==> src/rtl/mem_fetch_unit_pkg.sv <==
// Shared CPU definitions: word/address widths and fetch FSM encoding.
// Reused by the control unit and the memory fetch unit.
package mem_fetch_unit_pkg;

    localparam int CPU_DATA_WIDTH = 16;
    localparam int CPU_ADDR_WIDTH = 16;
    localparam int TIMER_WIDTH    = 8;

    localparam logic [2:0] ST_IDLE  = 3'd0;
    localparam logic [2:0] ST_WAIT0 = 3'd1;
    localparam logic [2:0] ST_WAIT1 = 3'd2;
    localparam logic [2:0] ST_DONE  = 3'd3;
    localparam logic [2:0] ST_ERR   = 3'd4;

    function automatic logic is_wait(input logic [2:0] st);
        return (st == ST_WAIT0) || (st == ST_WAIT1);
    endfunction

endpackage

==> src/rtl/mem_fetch_unit_wait_timer.sv <==
// Per-word wait counter for the fetch unit.
// expired is high on the TIMEOUT-th waiting cycle.
module fetch_wait_timer
    import mem_fetch_unit_pkg::*;
#(
    parameter int TIMEOUT = 8
) (
    input  logic clk,
    input  logic rst,
    input  logic clear,
    input  logic enable,
    output logic expired
);

    logic [TIMER_WIDTH-1:0] count;

    assign expired = (count == TIMER_WIDTH'(TIMEOUT - 1));

    // Count waiting cycles; hold at the expiry value.
    always_ff @(posedge clk or posedge rst) begin
        if (rst) begin
            count <= '0;
        end else if (clear) begin
            count <= '0;
        end else if (enable && !expired) begin
            count <= count + TIMER_WIDTH'(1);
        end
    end

endmodule

==> src/rtl/mem_fetch_unit.sv <==
// Fetches one or two words (opcode plus immediate) from memory,
// with a bounded wait per word and a sticky timeout flag.
module mem_fetch_unit
    import mem_fetch_unit_pkg::*;
#(
    parameter int DATA_WIDTH = CPU_DATA_WIDTH,
    parameter int ADDR_WIDTH = CPU_ADDR_WIDTH,
    parameter int TIMEOUT    = 8
) (
    input  logic                  clk,
    input  logic                  rst,
    input  logic                  req,
    input  logic [ADDR_WIDTH-1:0] req_addr,
    input  logic                  req_len,
    output logic                  busy,
    output logic                  done,
    output logic [DATA_WIDTH-1:0] rdata0,
    output logic [DATA_WIDTH-1:0] rdata1,
    output logic                  timeout_err,
    output logic [ADDR_WIDTH-1:0] mem_addr,
    output logic                  mem_req,
    input  logic [DATA_WIDTH-1:0] mem_data,
    input  logic                  mem_ready
);

    logic [2:0] state;
    logic [2:0] state_nxt;
    logic       len_q;
    logic       waiting;
    logic       accept;
    logic       take0;
    logic       take1;
    logic       expired;
    logic       timer_clear;
    logic       timer_en;
    logic       give_up;

    assign waiting = is_wait(state);
    assign accept  = (state == ST_IDLE) && req;
    assign take0   = (state == ST_WAIT0) && mem_ready;
    assign take1   = (state == ST_WAIT1) && mem_ready;
    assign give_up = waiting && !mem_ready && expired;

    // Counter restarts outside the wait states and between words.
    assign timer_clear = !waiting || take0;
    assign timer_en    = waiting && !mem_ready;

    assign busy    = (state != ST_IDLE);
    assign done    = (state == ST_DONE);
    assign mem_req = waiting;

    fetch_wait_timer #(
        .TIMEOUT(TIMEOUT)
    ) u_timer (
        .clk    (clk),
        .rst    (rst),
        .clear  (timer_clear),
        .enable (timer_en),
        .expired(expired)
    );

    // Next-state logic; ready wins over an expiring wait.
    always_comb begin
        state_nxt = state;
        case (state)
            ST_IDLE: begin
                if (req) state_nxt = ST_WAIT0;
            end
            ST_WAIT0: begin
                if (mem_ready) state_nxt = len_q ? ST_WAIT1 : ST_DONE;
                else if (expired) state_nxt = ST_ERR;
            end
            ST_WAIT1: begin
                if (mem_ready) state_nxt = ST_DONE;
                else if (expired) state_nxt = ST_ERR;
            end
            ST_DONE: state_nxt = ST_IDLE;
            ST_ERR:  state_nxt = ST_IDLE;
            default: state_nxt = ST_IDLE;
        endcase
    end

    // State register.
    always_ff @(posedge clk or posedge rst) begin
        if (rst) state <= ST_IDLE;
        else     state <= state_nxt;
    end

    // Request latch, address sequencing, data capture and error flag.
    always_ff @(posedge clk or posedge rst) begin
        if (rst) begin
            len_q       <= 1'b0;
            mem_addr    <= '0;
            rdata0      <= '0;
            rdata1      <= '0;
            timeout_err <= 1'b0;
        end else begin
            if (accept) begin
                len_q       <= req_len;
                mem_addr    <= req_addr;
                timeout_err <= 1'b0;
                if (!req_len) rdata1 <= '0;
            end
            if (take0) begin
                rdata0 <= mem_data;
                if (len_q) mem_addr <= mem_addr + ADDR_WIDTH'(1);
            end
            if (take1) begin
                rdata1 <= mem_data;
            end
            if (give_up) begin
                timeout_err <= 1'b1;
            end
        end
    end

endmodule
==> config.mk <==
export PLATFORM = sky130hd
export DESIGN_NAME = mem_fetch_unit
export DESIGN_NICKNAME = d
export VERILOG_FILES = /design/src/rtl/mem_fetch_unit_pkg.sv /design/src/rtl/mem_fetch_unit_wait_timer.sv /design/src/rtl/mem_fetch_unit.sv
export SDC_FILE = /design/constraint.sdc
export NUM_CORES = 1
export LEC_CHECK = 0
export CAP_MARGIN = 20
export CORE_MARGIN = 5
export CORE_UTILIZATION = 45
export DETAILED_ROUTE_END_ITERATION = 8
export GPL_ROUTABILITY_DRIVEN = 1
export PLACE_DENSITY = 0.88
export SYNTH_ARGS = -nofsm -noshare
export SYNTH_HDL_FRONTEND = slang
export SYNTH_HIERARCHICAL = 1
export SYNTH_SLANG_ARGS = --single-unit
==> constraint.sdc <==
create_clock -name clk -period 3.6 [get_ports clk]
set_input_delay 0.54 -clock clk [delete_from_list [all_inputs] [get_ports clk]]
set_output_delay 0.54 -clock clk [all_outputs]
set_load 0.005 [all_outputs]
# Yosys cells after proc, flatten, opt, wreduce, memory -nomap -nowiden

Index checks and enable logic that the tools add are counted.

Add/sub/neg operators: 2
Eq/ne operators: 6
Muxes and demuxes: 16
Reductions and logical operators: 17

Operators by type and width:

| operator                                                                 | count |
|---|---|
| 16-bit 2-to-1 mux                                                        | 6 |
| 16-bit by 1-bit adder with 16-bit output (second input constant)         | 1 |
| 8-bit 2-to-1 mux                                                         | 2 |
| 3-bit 2-to-1 mux                                                         | 4 |
| 3-bit one-hot mux with 3 select lines                                    | 1 |
| 8-bit by 1-bit adder with 8-bit output (second input constant)           | 1 |
| 8-bit by 3-bit == test with 1-bit output (second input constant)         | 1 |
| 3-bit by 2-bit == test with 1-bit output (second input constant)         | 2 |
| 1-bit logical AND                                                        | 6 |
| 2-bit nonzero test                                                       | 3 |
| 3-bit by 1-bit == test with 1-bit output (second input constant)         | 1 |
| 1-bit zero test                                                          | 3 |
| 3-bit zero test                                                          | 1 |
| 1-bit 2-to-1 mux                                                         | 3 |
| 3-bit nonzero test                                                       | 1 |
| 1-bit logical OR                                                         | 2 |
| 2-bit by 1-bit inequality test with 1-bit output (second input constant) | 1 |
| 2-bit inequality test (second input constant)                            | 1 |
| 2-bit AND reduction                                                      | 1 |

Register bits: 61
Input port bits: 37

# Longest topological paths before layout

Depth after elaboration: 6
Mapped depth: 8
Mapped depth without buffers: 7

# By module

The synthesis kept the hierarchy.

By module, submodules not included:

| module           | instances | cells an instance | area an instance (µm²) |
|---|---|---|---|
| mem_fetch_unit   | 1         | 237               | 2404.8 |
| fetch_wait_timer | 1         | 48                | 476.7 |

# Worst setup path before layout

Ideal clock, no wire load.

Kind: reg-to-reg
Start: register state[2]
End: register u_timer.count[0]
Data arrival time: 1.873 ns
Data required time: 3.475 ns
Slack: 1.602 ns
Stages on the path, launching flop included: 9
Buffers on the path: 4
Period minus slack after synthesis: 1.998 ns
Cell sequence: dfrtp_1 > buf_6 > nand4bb_4 > clkbuf_1 > clkbuf_1 > nand2_1 > clkbuf_1 > nor2b_1 > mux2_4

Word-level cells in the longest chain between the ends: 5
Elaborated cells on any way between the ends: 10
Those cells by class: eq/ne: 2; mux: 1; reduce/logical: 7

RTL lines:

| element                                                                                                     | line                                           | RTL |
|---|---|---|
| from (decl)                                                                                                 | mem_fetch_unit.sv:26                           | `logic [2:0] state;` |
| from (signal assigned)                                                                                      | mem_fetch_unit.sv:86                           | `else state <= state_nxt;` |
| 3-bit by 1-bit == test with 1-bit output / 3-bit by 2-bit == test with 1-bit output (equally long branches) | mem_fetch_unit_pkg.sv:16, mem_fetch_unit.sv:40 |  |
| 1-bit logical OR                                                                                            | mem_fetch_unit_pkg.sv:16                       | `return (st == ST_WAIT0) \|\| (st == ST_WAIT1);` |
| 1-bit zero test                                                                                             | mem_fetch_unit.sv:45                           | `assign timer_clear = !waiting \|\| take0;` |
| 1-bit logical OR *                                                                                          | mem_fetch_unit.sv:45                           |  |
| net timer_clear                                                                                             | mem_fetch_unit.sv:34                           | `logic timer_clear;` |
| 8-bit 2-to-1 mux / 2-bit nonzero test (equally long branches)                                               | -                                              |  |
| to (signal assigned)                                                                                        | mem_fetch_unit_wait_timer.sv:26                | `count <= count + TIMER_WIDTH'(1);` |
| to (decl)                                                                                                   | mem_fetch_unit_wait_timer.sv:15                | `logic [TIMER_WIDTH-1:0] count;` |

The timed path passes the listed nets; every way through them passes the cells marked *.
A chain may end at the register's enable or synchronous reset.

# Final worst setup path

Start: input port mem_ready
End: register mem_addr[11]

Word-level cells in the longest chain between the ends: 2

RTL lines:

| element              | line                  | RTL |
|---|---|---|
| from (decl)          | mem_fetch_unit.sv:23  | `input logic mem_ready` |
| 1-bit logical AND    | mem_fetch_unit.sv:40  | `assign take0 = (state == ST_WAIT0) && mem_ready;` |
| 16-bit 2-to-1 mux    | mem_fetch_unit.sv:104 | `if (take0) begin` |
| to (signal assigned) | mem_fetch_unit.sv:100 | `mem_addr <= req_addr;` |
| to (signal assigned) | mem_fetch_unit.sv:106 | `if (len_q) mem_addr <= mem_addr + ADDR_WIDTH'(1);` |
| to (decl)            | mem_fetch_unit.sv:20  | `output logic [ADDR_WIDTH-1:0] mem_addr,` |

No other way between the ends.

==> results.yml <==
clocking:
  cts_tree: "done"
  ctsResizeCount: 0
  cts_setup_buffers: 0
  ctsRootBufferMaster: "clkbuf_8"
  htreeDepth: 3
  cts_sinks: 61
  clk_latency_ns: 0.32
  clock_path_buffers: 2
  cts_hold_buf: 0
  cts-buffers-inserted: 9
  clkTransAtPathRegs_ns: 0.07
synth:
  syn_area_sq_um: 2880
  synthFlopType: "dfrtp_1"
  ys_seq_elements: 61
  yosys_warnings: 6
  seq_area_frac_synth: 0.530
  synth_edf_count: 0
  synth_cell_type_count: 48
  postSynthCellCount: 285
  synthesis.nets: 324
  synthArstFlopShare: 1.00
  syn_avg_cell_area_sq_um: 10.1
floorplan:
  ios: 89
  die-area_sq_um: 8100
  die_w_microns: 90.0
  core_sq_um: 6280
  rows: 29
  die_y_microns: 90.0
  start_util: 0.459
pwr:
  power_leakage_nw: 1.80
  p_per_area_nw_per_um2: 793
  ir_drop_v: 0.000391
job:
  max_cap_violations: 0
final_layout:
  area_growth_pct: 41.6
  n_antenna_cell: 0
  nets: 414
  final_area_sq_um: 4080
  ff_latch_area_sq_um: 1530
  most-common-layout-cells: "clkdlybuf4s50_1, dfrtp_1, nand2_1"
  drive_gt1_frac: 0.100
  mostFrequentLayoutCell: "clkdlybuf4s50_1"
  multi_input_area_sq_um: 1260
  final.fill_count: 507
sta:
  fin_ws_ns: 1.22
  final_max_slew_viol_count: 0
  hold_viol: 0
  max_slew_margin: 0.356
  tightest_slew_ns: 0.962
  fin_skew_ns: 0.00435
  setup_tns_ns: 0
  setup_viol: 0
  max_freq_mhz: 421
  layout_min_cycle_time_ns: 2.38
  period_share: 0.660
  hold_slack_ns: 0.477
  rsz0062_at_grt: "false"
global_routing:
  grt_max_degree: 54
  grt_use_total: 0.193
  grt_remaining_overflow: 0
  grt_pass1_vias: 2553
  grt_first_pass_wirelength_microns: 12800
  antenna_found_initial: 0
setup_path:
  critPathKind: "in2reg"
  start_kind: "input pin"
  worstPathArrival_ns: 2.61
  critPathMaxStageDelay_ns: 0.63
  critPathMaxFanout: 22
  end_kind: "register"
  critPathBufInv: 1
  critical-path-slowest-cell: "clkdlybuf4s50_1"
  crit_required_ns: 3.83
  crit_family: "simple AND/OR/NAND/NOR gates"
  crit_chain: "clkdlybuf4s50_1, nand4bb_4, nor4_4, a31oi_1, a211oi_1"
routing:
  dr.pass1.iters: 4
  drtIter0Drc: 180
  wirelength_microns: 7730
  dr_total_vias: 2541
  drc: 0
  post_drt_wl_per_cell_microns: 16.9
  routed_via_density: 5.56
  postRouteAntennaNets: 0
placed_design:
  gp_congestion: 0.885
  hpwl_microns: 5550
  placed_cell_area_sq_um: 3810
  port_buffers: 88
  place_ws_ns: 0.879
outcome:
  status: "finished clean"
worst_hold_path:
  hp-class: "reg2reg"
==> area by class of cell <==
type | count | share of cell area
multi-input combinational | 203 | 0.309
sequential | 61 | 0.374
clock buffer | 13 | 0.0439
tap | 77 | 0.0236
inverter | 8 | 0.00736
clock inverter | 3 | 0.0160
timing repair buffer | 92 | 0.226
==> flip-flops by register name (all words and copies together), names as in the netlist <==
signal and count:
len_q 1, mem_addr 16, rdata0 16, rdata1 16, state 3, timeout_err 1, u_timer/count 8
==> cells by family after synthesis <==
group,synth area share
compound gates,0.165
xor+xnor,0.00304
fa+ha+maj,0.00868
buf+inv,0.0356
flops,0.530
mux,0.0139
simple gates,0.244
==> cell usage after synthesis, types with 2 or more instances <==
cell	instances	area [sq um]
a31oi_1	2	12.5
nand2_1	60	225
o21ai_0	9	45.0
nor2b_1	2	12.5
nand4_1	8	50.1
a21oi_1	11	55.1
o221a_2	2	22.5
or3_1	4	25.0
a211oi_1	8	60.1
nor4_4	2	42.5
nand3_1	6	30.0
dfrtp_1	61	1530
inv_1	8	30.0
and4_1	2	17.5
a22o_1	16	140
mux2_4	2	30.0
buf_2	4	20.0
nand2b_1	5	31.3
o22ai_1	5	31.3
and3_1	5	31.3
nor2_1	21	78.8
a21o_1	2	15.0
buf_6	2	22.5
ha_1	2	25.0
nor3_1	8	40.0
nor3_2	2	20.0
clkbuf_1	5	18.8
==> metrics by stage <==
step           power (mW)  utilization  std cells
5_1_grt              3.44        0.650        457
2_1_floorplan        1.80            -        285
6_report             3.23        0.650        457
3_3_place_gp         2.47        0.608        440
4_1_cts              3.26        0.647        456
3_5_place_dp         2.53        0.608        440
==> layer usage <==
metal | vias to the layer above | GRT usage | share of wire
li1 | 1208 | - | -
met1 | 1218 | 0.240 | 0.41
met2 | 99 | 0.313 | 0.50
met3 | 16 | 0.0568 | 0.061
met4 | 0 | 0.0794 | 0.027
met5 | - | 0 | 0
==> where the power goes <==
group | total [mW] | internal [mW] | switching, mW
sequential | 1.19 | 0.939 | 0.253
clock | 0.718 | 0.465 | 0.254
combinational | 1.32 | 0.739 | 0.585
==> worst register-to-register path, delay by kind of cell, from the launching register on <==
kind | cells | cell delay (ns)
simple gates | 2 | 1.17
compound gates | 2 | 0.40
flops | 1 | 0.47
==> final timing paths <==
kind | start | slack, ns | to | cells past startpoint
max | mem_ready | 1.22 | mem_addr[11] | 5
min | rdata0[5] | 0.48 | rdata0[5] | 2
max reg2reg | state[2] | 1.47 | mem_addr[11] | 4
min reg2reg | rdata0[5] | 0.48 | rdata0[5] | 2
max in group asynchronous | rst | 2.60 | mem_addr[10] | 3
min in group asynchronous | rst | 0.50 | rdata0[4] | 2
Note: power is estimated with default switching activity, not from simulation.
==> RTL edit: new RTL, same flow settings <==
`TIMEOUT` is set to 8 in 2 places; all go to 4.
--- a/src/rtl/mem_fetch_unit_wait_timer.sv
+++ b/src/rtl/mem_fetch_unit_wait_timer.sv
@@ -3,7 +3,7 @@
 module fetch_wait_timer
     import mem_fetch_unit_pkg::*;
 #(
-    parameter int TIMEOUT = 8
+    parameter int TIMEOUT = 4
 ) (
     input  logic clk,
     input  logic rst,
--- a/src/rtl/mem_fetch_unit.sv
+++ b/src/rtl/mem_fetch_unit.sv
@@ -5,7 +5,7 @@
 #(
     parameter int DATA_WIDTH = CPU_DATA_WIDTH,
     parameter int ADDR_WIDTH = CPU_ADDR_WIDTH,
-    parameter int TIMEOUT    = 8
+    parameter int TIMEOUT    = 4
 ) (
     input  logic                  clk,
     input  logic                  rst,
Formal check against the unedited RTL: not equivalent (Yosys sat finds a counterexample within 10 cycles, from zero or initial values and one cycle with rst high).
==> RTL edit against the original RTL <==
Non-clock buffer count rose by 1. Die area decreased by 1.2%. Utilization fell by 1.2 points. Largest power group unchanged. Routed wire length decreased by 2.7%. Total power down 6.1%. Sequential cell count stayed put. Cell area shrank 2.4%. Worst setup slack worse by 0.0035 ns. Synthesized area decreased by 1.3%.
==> RTL edit: results (changes against the original RTL) <==
metric	value	unit	change
status	completed		unchanged
drt pass-1 iters	5		was 4
first-pass GRT wire length	12000	um	was 12,800 um
worst-skew pair later-pin latency	0.34	ns	was 0.32 ns
family with the most delay on the worst path	buffers and inverters		was simple AND/OR/NAND/NOR gates
VDD IR-drop max	0.500	mV	was 0.391 mV
Worst Path Max Fanout	8		was 22
Synth Area in XOR/XNOR	0.00616		was 0.00304
initial DRC count	165		was 180
fraction of area in multi-input gates	0.308		was 0.309
dpl cells	438		was 440
sequential share of the synthesized area	0.537		was 0.530
GRT met1 Usage	0.259		was 0.240
Worst EP arrival	1.84	ns	was 2.61 ns
HPWL Detailed	5390	um	was 5550 um
Post-Layout Cell Count	454		was 457
number of global-route vias before repair	2478		was 2,553
Static Leak	1.74	nW	was 1.80 nW
commonest cells in the synthesized netlist	dfrtp_1, nand2_1, nor2_1		unchanged
Non-CTS buffers	93		was 92
Crit path largest cell delay	0.51	ns	was 0.63 ns
clock buffers	11		was 13
Final clock-cell share	0.0418		was 0.0598
Synth Area in Compound Gates	0.165		about the same
GRT met3 Usage	0.0627		was 0.0568
Nets	412		was 414
multi-input gates	200		was 203
grt met2 use	0.308		was 0.313
share of post-route cells with drive strength above 1	0.0849		was 0.100
vias per std cell	5.52		was 5.56
final wirelength	7520	um	was 7730 um
largest net degree at the start of global routing	32		was 54
mux cell area share after synthesis	0.00880		was 0.0139
synth top area cells	dfrtp_1, nand2_1, a22o_1, nor2_1, a211oi_1		unchanged
Net Count, Synth	320		was 324
Non-clock buffer share	0.236		was 0.226
[RTL edit: final timing paths]
check | start | to | slack (ns) | depth (start not counted)
max | state[0] | mem_req | 1.22 | 4
min | timeout_err | timeout_err | 0.48 | 1
max reg2reg | state[2] | mem_addr[11] | 1.55 | 4
min reg2reg | timeout_err | timeout_err | 0.48 | 1
max in group asynchronous | rst | mem_addr[10] | 2.39 | 3
min in group asynchronous | rst | u_timer/count[3] | 0.50 | 2
[RTL edit: per-stage QoR]
| stage | util | cell area, sq um | hold slack [ns] |
|---|---|---|---|
| after global routing | 0.638 | 3980 | 0.510 |
| after detailed placement | 0.610 | 3810 | 0.466 |
| after CTS | 0.637 | 3980 | 0.482 |
| after global placement | 0.606 | 3780 | 0.459 |
| final | 0.638 | 3980 | 0.478 |
| after floorplan | - | 2840 | 0.356 |
[RTL edit: per-layer routing]
layer	wire length [um]	vias to the layer above
met1	3250	1199
met5	0	-
met2	3620	92
met4	117	0
li1	-	1203
met3	530	12
